<file path="src/rtl/data_memory_arbiter.sv">
// Two-requester round-robin arbiter in front of a single-port data memory.
// Each access takes IDLE -> ACCESS -> DONE; out-of-range addresses are flagged, never written.
module data_memory_arbiter #(
    parameter int unsigned DEPTH = 64
) (
    input  logic        clk,
    input  logic        reset,
    input  logic        m0_req,
    input  logic        m0_we,
    input  logic [31:0] m0_addr,
    input  logic [31:0] m0_wdata,
    output logic        m0_ack,
    output logic        m0_err,
    output logic [31:0] m0_rdata,
    input  logic        m1_req,
    input  logic        m1_we,
    input  logic [31:0] m1_addr,
    input  logic [31:0] m1_wdata,
    output logic        m1_ack,
    output logic        m1_err,
    output logic [31:0] m1_rdata,
    output logic [31:0] mem_a,
    output logic [31:0] mem_wd,
    output logic        mem_we,
    input  logic [31:0] mem_rd
);

    localparam int unsigned AW = 32;
    localparam logic [AW-1:0] DEPTH_W = AW'(DEPTH);

    typedef enum logic [1:0] {
        IDLE   = 2'd0,
        ACCESS = 2'd1,
        DONE   = 2'd2
    } state_t;

    state_t          state_q;
    state_t          state_d;
    logic            prio_q;
    logic            id_q;
    logic            we_q;
    logic [AW-1:0]   addr_q;
    logic [AW-1:0]   wdata_q;

    logic            any_req_c;
    logic            win_c;
    logic            sel_we_c;
    logic [AW-1:0]   sel_addr_c;
    logic [AW-1:0]   sel_wdata_c;
    logic            sel_in_range_c;
    logic            in_range_c;

    // Winner selection and next-state logic; prio_q names the port that wins a tie.
    always_comb begin
        state_d        = state_q;
        any_req_c      = m0_req | m1_req;
        win_c          = (m0_req & m1_req) ? prio_q : m1_req;
        sel_we_c       = win_c ? m1_we    : m0_we;
        sel_addr_c     = win_c ? m1_addr  : m0_addr;
        sel_wdata_c    = win_c ? m1_wdata : m0_wdata;
        sel_in_range_c = sel_addr_c < DEPTH_W;
        in_range_c     = addr_q < DEPTH_W;
        case (state_q)
            IDLE:    if (any_req_c) state_d = ACCESS;
            ACCESS:  state_d = DONE;
            DONE:    state_d = IDLE;
            default: state_d = IDLE;
        endcase
    end

    always_ff @(posedge clk or posedge reset) begin
        if (reset) state_q <= IDLE;
        else       state_q <= state_d;
    end

    // Request latch, memory strobes and per-port responses; the memory bus is only live in ACCESS.
    always_ff @(posedge clk or posedge reset) begin
        if (reset) begin
            prio_q   <= 1'b0;
            id_q     <= 1'b0;
            we_q     <= 1'b0;
            addr_q   <= '0;
            wdata_q  <= '0;
            mem_a    <= '0;
            mem_wd   <= '0;
            mem_we   <= 1'b0;
            m0_ack   <= 1'b0;
            m0_err   <= 1'b0;
            m0_rdata <= '0;
            m1_ack   <= 1'b0;
            m1_err   <= 1'b0;
            m1_rdata <= '0;
        end else begin
            mem_a  <= '0;
            mem_wd <= '0;
            mem_we <= 1'b0;
            m0_ack <= 1'b0;
            m0_err <= 1'b0;
            m1_ack <= 1'b0;
            m1_err <= 1'b0;
            case (state_q)
                IDLE: begin
                    if (any_req_c) begin
                        id_q    <= win_c;
                        we_q    <= sel_we_c;
                        addr_q  <= sel_addr_c;
                        wdata_q <= sel_wdata_c;
                        prio_q  <= ~win_c;
                        mem_a   <= sel_addr_c;
                        mem_wd  <= sel_wdata_c;
                        mem_we  <= sel_we_c & sel_in_range_c;
                    end
                end
                ACCESS: begin
                    if (id_q) begin
                        m1_ack <= 1'b1;
                        m1_err <= ~in_range_c;
                        if (!in_range_c)  m1_rdata <= '0;
                        else if (!we_q)   m1_rdata <= mem_rd;
                    end else begin
                        m0_ack <= 1'b1;
                        m0_err <= ~in_range_c;
                        if (!in_range_c)  m0_rdata <= '0;
                        else if (!we_q)   m0_rdata <= mem_rd;
                    end
                end
                default: ;
            endcase
        end
    end

endmodule

</file>
<file path="config.mk">
export PLATFORM = sky130hd
export DESIGN_NAME = data_memory_arbiter
export DESIGN_NICKNAME = d
export VERILOG_FILES = /design/src/rtl/data_memory_arbiter.sv
export SDC_FILE = /design/constraint.sdc
export NUM_CORES = 1
export LEC_CHECK = 0
export CORE_MARGIN = 2
export CORE_UTILIZATION = 39
export CTS_BUF_LIST = sky130_fd_sc_hd__clkbuf_4 sky130_fd_sc_hd__clkbuf_8
export DETAILED_ROUTE_END_ITERATION = 10
export PLACE_DENSITY = 0.9
export SYNTH_ARGS = -nofsm -noshare
export SYNTH_HDL_FRONTEND = slang
export SYNTH_SLANG_ARGS = --single-unit
</file>
<file path="constraint.sdc">
create_clock -name clk -period 6.4 [get_ports clk]
set_input_delay 1.92 -clock clk [delete_from_list [all_inputs] [get_ports clk]]
set_output_delay 1.92 -clock clk [all_outputs]
set_load 0.01 [all_outputs]
</file>
* After elaboration in Yosys (flattened, before gate mapping) *
Cells that the tools add are included.

storage, ports and cells
  register bits = 170
  input bits = 166
  output and inout port bits = 133
  logic and storage cells = 51

cells by class
  $lt $le $gt $ge = 2
  eq/ne operators = 3
  mux-type cells = 22
  bitwise gates (word level) = 6
  reductions and logical operators = 4

operators by type and width
  cell                 number
  $mux 32              8
  $lt 32x7->1 const B  2
  $mux 1               12
  $reduce_and 3->1     2
  $ne 2x2->1 const B   2
  $pmux 2 s2           1
  $not 1->1            3
  $and 1x1->1          2
  $eq 2x1->1 const B   1
  $logic_not 2->1      1
  $mux 2               1
  $reduce_and 2->1     1
  $or 1x1->1           1

* Depth between registers and ports, before layout *
Gate-level depths: netlist of the first run.

  word-level depth = 7
  mapped depth = 6
  gate-level depth less buffers = 5

* Least setup slack after synthesis of the first run *
No wires, ideal clock.

  path kind = input -> register
  start point = input m0_req
  end point = register addr_q[24]
  setup time = 134 ps
  data arrival time = 2,904 ps
  required time = 6,266 ps
  slack = 3,363 ps
  stages = 5
  path buffers = 1
  cells stage by stage = inv_1 > o21ai_1 > buf_2 > mux2i_1 > o21ai_0

on the way
  word-level cells in the longest chain between the ends = 3
  elaborated cells between the ends (all ways) = 5
  classes of those cells = mux: 2; bitwise: 2; reduce/logical: 1

ends and longest elaborated chain
  element                 RTL line  text
  start: declaration      8         input logic m0_req,
  $and 1x1->1             57        win_c = (m0_req & m1_req) ? prio_q : m1_req;
  $mux 1                  57
  $mux 32                 59        sel_addr_c = win_c ? m1_addr : m0_addr;
  end signal: assignment  106       addr_q <= sel_addr_c;
  end: declaration        42        logic [AW-1:0] addr_q;

Several ways; a longest one is shown, not always the timed one.
A chain may end at the register's enable or synchronous reset.

* Worst setup path after layout of the first run *
  start point = input m0_req
  end point = register mem_wd[29]

on the way
  word-level cells in the longest chain between the ends = 5
  elaborated cells between the ends (all ways) = 6
  classes of those cells = mux: 4; bitwise: 2

ends and longest elaborated chain
  element                 RTL line  text
  $and 1x1->1             57
  $mux 1                  57
  $mux 32                 60        sel_wdata_c = win_c ? m1_wdata : m0_wdata;
  $mux 32 *               103       if (any_req_c) begin
  $mux 32 *               101       case (state_q)
  end signal: assignment  110       mem_wd <= sel_wdata_c;
  end: declaration        23        output logic [31:0] mem_wd,

Mark *: on every way between the ends. The rest lies on a longest branch, timed or not.

==> metrics.md, run 1 <==
| Metric | Value |
|---|---|
| Place WS | 2.029 ns |
| CTS Sinks | between 150 and 200 |
| DPL Wire Length | between 10000 and 15000 um |
| Placeable core area | 16520 um^2 |
| Ys async rst share | 1.000 |
| Min Tclk post-route | 3.910 ns |
| Synthesis warning total | 0 |
| Post-CTS sizing | 0 |
| CP startpoint | m0_req |
| Most common cell after layout, fill and taps aside | clkdlybuf4s50_1 |
| Most frequent cells in the layout | clkdlybuf4s50_1 (298), dfrtp_1 (164), nand2_1 (108) |
| Clk_lat worst skew | 0.45 ns |
| Htree depth | 4 |
| Crit path launch type | input pin |
| TNS Setup | 0 ns |
| Reg clk slew, reported paths | 0.09 ns |
| Total track usage | 0.2189 |
| TritonCTS clock tree | yes |
| Cts hold-fix bufs | 0 |
| Initial antenna violation count | 0 |
| Peak fanout along the critical path | 37 |
| I/O Pins | 299 |
| Crit Path Category | in -> reg |
| Fin crit share | 0.6110 |
| Final worst setup slack | approximately 2.5 ns |
| Finished Cell Area | 10120 um^2 |
| Mapped Area | 6549 um^2 |
| ANT nets after route | 0 |
| Reg-to-reg startpoint | prio_q$_DFFE_PP0P_ |
| Status | complete, no violations |
| Fmax | between 0.2 and 0.3 GHz |
| Post-CTS Setup Repair Bufs | 0 |
| Min-delay worst type | reg -> reg |
| Peak supply drop | 0.1773 mV |
| Vias | roughly 5500 |
| Port Buffers | 298 |
| Unrepaired setup endpoints after global routing | false |
| Max Cap Viol | 0 |
| Vias in the first global route | 5700 |
| Overflow after GRT | 0 |
| Number of setup violations in the final report | 0 |
| Syn_area_per_cell | 11.37 um^2 |
| Post-synthesis sequential area ratio | 0.6267 |
| Post-DP Area | ~9700 um^2 |
| Clock buffer depth | 2 |
| GP Congestion | 0.8811 |
| Slew HR | 0.2908 |
| Crit end category | register |
| First-pass GRT wire length | 30040 um |
| Die H | 133.6 um |
| TritonCTS Buffers | 17 |
| Starting Density | 0.3963 |
| Share of layout cells above drive strength 1 | 0.06492 |
| Pwr per Cell Area | between 300 and 400 nW/um^2 |
| Worst Max-Slew Pin Slew | 1.060 ns |
| Post-Route WL | 19220 um |
| Final net count | a little over 1000 |
| Drt first pass iters | 4 |
| DRC violations left | 0 |
| Vias per cell | 5.046 |
| Max-slew violations | 0 |
| Row count | 47 |
| Post-synth net total | between 700 and 800 |
| Drt initial violations | 344 |
| Post-synthesis cell count | ~580 |
| Count of cell types in the netlist | 27 |
| Area delta synth->final | 54.57% |
| CTS root buf | clkbuf_8 |
| Flops & latches, synth | roughly 160 |
| Ys flop type | dfrtp_1 |
| Die area | 17840 um^2 |
| Die X | roughly 130 um |
| N_diodes | 0 |
| Number of flops mapped to enable cells by yosys | 0 |
| Clock skew | 0.008769 ns |
| Largest net degree at the start of global routing | 86 |
| Hold path start | state_q[1]$_DFFE_PP0P_ |
| Req. time, crit path | 6.77 ns |
| Final hold vios | 0 |
| Crit path DAT | 4.28 ns |
| Pleak | 4.490 nW |
| Drt wl/cell | 17.51 um |
## layout make-up
cell class	count	area [um^2]
fill	1324	6402
sequential	164	4104
timing repair buffer	309	3065
multi-input combinational	367	2261
tap	220	275.3
clock buffer	18	247.7
clock inverter	14	141.4
inverter	6	27.53
## worst max-delay path: stages
cell	delay, ns
clkdlybuf4s50_1	0.59
inv_1	0.11
o21ai_4	0.84
buf_4	0.51
nand2_1	0.12
a21oi_1	0.17
## cells by family (layout without fill, tap and decap cells)
kind of cell    count (synthesis)  in the layout  synth area share
flops                         164            164            0.6267
buf+inv                        45            347           0.03439
simple gates                  204            204            0.1569
mux                            26             26           0.03974
compound gates                137            137            0.1423
## Yosys cell counts (6+ instances only)
cell type | instances | area, um^2
dfrtp_1 | 164 | 4104
nand2_1 | 108 | 405.4
a22o_1 | 64 | 560.5
a21oi_1 | 40 | 200.2
nor2b_1 | 33 | 206.5
nor2_1 | 32 | 120.1
o21ai_0 | 27 | 135.1
mux2i_1 | 26 | 260.3
clkbuf_1 | 24 | 90.09
nor4_1 | 13 | 81.33
buf_2 | 9 | 45.04
buf_6 | 6 | 67.56
## registers in the layout, summed over array words and instances (netlist names), 2 cells and up
name,cells
mem_a,32
m0_rdata,32
m1_rdata,32
state_q,2
mem_wd,32
addr_q,26
## power by group
part	total, mW	internal [mW]	switching, mW
registers	1.37	1.25	0.114
clock network	0.733	0.329	0.405
logic	1.06	0.468	0.593
total	3.16	2.05	1.11
## path summary, 6_finish.rpt
| path | endpoint | slack [ns] | depth (start not counted) |
|---|---|---|---|
| min in group asynchronous | m0_rdata[22]$_DFFE_PP0P_ | 1.96 | 2 |
| worst max-delay path | mem_wd[29]$_DFF_PP0_ | 2.49 | 6 |
| worst max register to register | mem_wd[29]$_DFF_PP0_ | 4.26 | 4 |
| worst min-delay path | state_q[1]$_DFFE_PP0P_ | 0.49 | 1 |
| max in group asynchronous | mem_wd[15]$_DFF_PP0_ | 3.34 | 3 |
| worst min register to register | state_q[1]$_DFFE_PP0P_ | 0.49 | 1 |
## stage by stage
stage | instances | utilization | total power, mW | hold WS, ns
2_1_floorplan | 576 | - | 1.913 | 0.4263
3_3_place_gp | 1066 | 0.5890 | 2.425 | 0.4554
3_5_place_dp | 1066 | 0.5890 | 2.461 | 0.4708
4_1_cts | 1098 | 0.6126 | 3.203 | 0.4802
5_1_grt | 1098 | 0.6126 | 3.355 | 0.5132
6_report | 1098 | 0.6126 | 3.160 | 0.4861
## per-layer routing
metal  GRT usage  vias to the layer above  routed length [um]
li1            -                     2577                   -
met1      0.2715                     2664                7826
met2      0.3591                      271                9339
met3     0.07572                       28                1644
met4     0.07388                        0                 411
met5           0                        -                   0
No activity file was read; power rests on OpenSTA's default activity.
==> inputs of run 2 (changes only) <==
- clock period: 6.4 -> 3.3 ns (I/O delays scaled with it)
==> metrics.md, run 2 (synthesis gave the netlist of run 1 again) <==
| Metric | Value |
|---|---|
| Crit path DAT | 1.42 ns |
| TNS Setup | 0 ns |
| Switching Fraction | 0.3481 |
| Vias in the first global route | 5806 |
| CTS root buf | clkbuf_8 |
| Post-CTS Setup Repair Bufs | 0 |
| Cts hold-fix bufs | 0 |
| Drt wl/cell | 17.89 um |
| Crit Reg-Reg Endpoint | m1_rdata[19]$_DFFE_PP0P_ |
| Final net count | 1040 |
| CTS Sinks | 164 |
| Area delta synth->final | 57.43% |
| Vias | 5699 |
| Die H | 133.6 um |
| Hold path start | state_q[1]$_DFFE_PP0P_ |
| Max Cap Viol | 0 |
| Req. time, crit path | approximately 2.3 ns |
| First-pass GRT wire length | 31220 um |
| Placeable core area | approximately 17000 um^2 |
| Crit-path max cell delay | 0.58 ns |
| Unrepaired setup endpoints after global routing | false |
| Peak supply drop | around 0.35 mV |
| Vias per cell | 5.148 |
| DRC violations left | 0 |
| Clock network power share | 0.234 |
| Slowest cell on crit path | clkdlybuf4s50_1 |
| Fmax | a little over 0.4 GHz |
| Fin crit share | 0.7296 |
| Most common cell after layout, fill and taps aside | clkdlybuf4s50_1 |
| P_sw | 2.199 mW |
| Number of setup violations in the final report | 0 |
| Worst Max-Slew Pin Slew | 0.7066 ns |
| Final Power | 6.318 mW |
| Crit path launch type | register |
| R2r worst-path depth | 5 |
| Final hold vios | 0 |
| Reg-to-reg startpoint | addr_q[9]$_DFFE_PP0P_ |
| Family with the most delay on the worst path | buffers and inverters |
| Largest net degree at the start of global routing | between 60 and 70 |
| Clock skew | 0.01186 ns |
| Drt first pass iters | 4 |
| Final worst setup slack | around 0.9 ns |
| Port Buffers | 298 |
| Share of layout cells above drive strength 1 | 0.07441 |
| Starting Density | 0.3963 |
| Post-Route WL | 19800 um |
| Crit end category | primary output |
| Reg clk slew, reported paths | 0.09 ns |
| I/O Pins | 299 |
| Total track usage | 0.2283 |
| DPL Wire Length | 14620 um |
| Slew HR | 0.5280 |
| TritonCTS Buffers | 17 |
| Status | complete, no violations |
| Min Tclk post-route | 2.408 ns |
| Overflow after GRT | 0 |
| Non-filler instance count after layout | 1107 |
| Die area | 17840 um^2 |
| Initial antenna violation count | 0 |
| Clock buffer depth | 2 |
| TritonCTS clock tree | yes |
| ANT nets after route | 0 |
| Post-DP Area | roughly 9900 um^2 |
| Crit path buffers/inverters | 1 |
| Sequential share of power | 0.420 |
| R2r setup slk | 1.15 ns |
| N_diodes | 0 |
| Pwr per Cell Area | 612.8 nW/um^2 |
| Post-CTS sizing | 0 |
| Die X | 133.6 um |
| Worst-path cell chain | clkdlybuf4s50_1 |
| Hold Path End | state_q[1]$_DFFE_PP0P_ |
| Row count | 47 |
| GP Congestion | about 0.86 |
| Most frequent cells in the layout | clkdlybuf4s50_1 (298), dfrtp_1 (164), nand2_1 (108) |
| Finished Cell Area | about 10000 um^2 |
| Max-slew violations | 0 |
| Min-delay worst type | reg -> reg |
| Placed Cells | 1075 |
| Place WS | about 0.45 ns |
| Htree depth | 4 |
| Comb pwr share | 0.346 |
| Pleak | 4.581 nW |
| Drt initial violations | 329 |
| Finished Core Util | 0.6239 |
| Hold_ws | 0.4571 ns |
| Clk_lat worst skew | 0.46 ns |
| Peak fanout along the critical path | 2 |
| Pint | 4.118 mW |
| Hold path cells | 1 |
| Crit Path Category | reg -> out |
-- run 2: cell type report --
cell class / instances / area (um^2)
fill: 1294 / 6215
sequential: 164 / 4104
timing repair buffer: 318 / 3246
multi-input combinational: 367 / 2261
tap: 220 / 275.3
clock buffer: 19 / 249.0
clock inverter: 13 / 148.9
inverter: 6 / 26.28
-- run 2: power groups by stage --
stage	Clock, mW	Sequential (mW)	Combinational [mW]
6_report	1.48	2.66	2.19
5_1_grt	1.61	2.70	2.37
4_1_cts	1.51	2.66	2.21
3_5_place_dp	0	2.70	2.20
3_3_place_gp	0	2.68	2.14
2_1_floorplan	0	2.78	0.935
-- run 2: worst max-delay path by stage --
stage / start / endpoint / slack (ns) / cells past startpoint
floorplan: reset / addr_q[10]$_DFFE_PP0P_ / 0.23 / 1
global placement: m0_addr[30] / mem_we$_DFF_PP0_ / 0.47 / 5
detailed placement: m1_req / mem_wd[0]$_DFF_PP0_ / 0.45 / 5
CTS: m0_rdata[23]$_DFFE_PP0P_ / m0_rdata[23] / 0.86 / 1
global route: m1_req / mem_wd[8]$_DFF_PP0_ / 0.82 / 5
finish: m0_rdata[23]$_DFFE_PP0P_ / m0_rdata[23] / 0.89 / 1
-- run 2: per-layer routing --
| layer | GRT usage | up-vias | part of all wire |
|---|---|---|---|
| met5 | 0 | - | 0 |
| met4 | 0.09811 | 0 | 0.030 |
| met3 | 0.07648 | 39 | 0.087 |
| met2 | 0.3648 | 278 | 0.49 |
| met1 | 0.2842 | 2778 | 0.39 |
| li1 | - | 2604 | - |
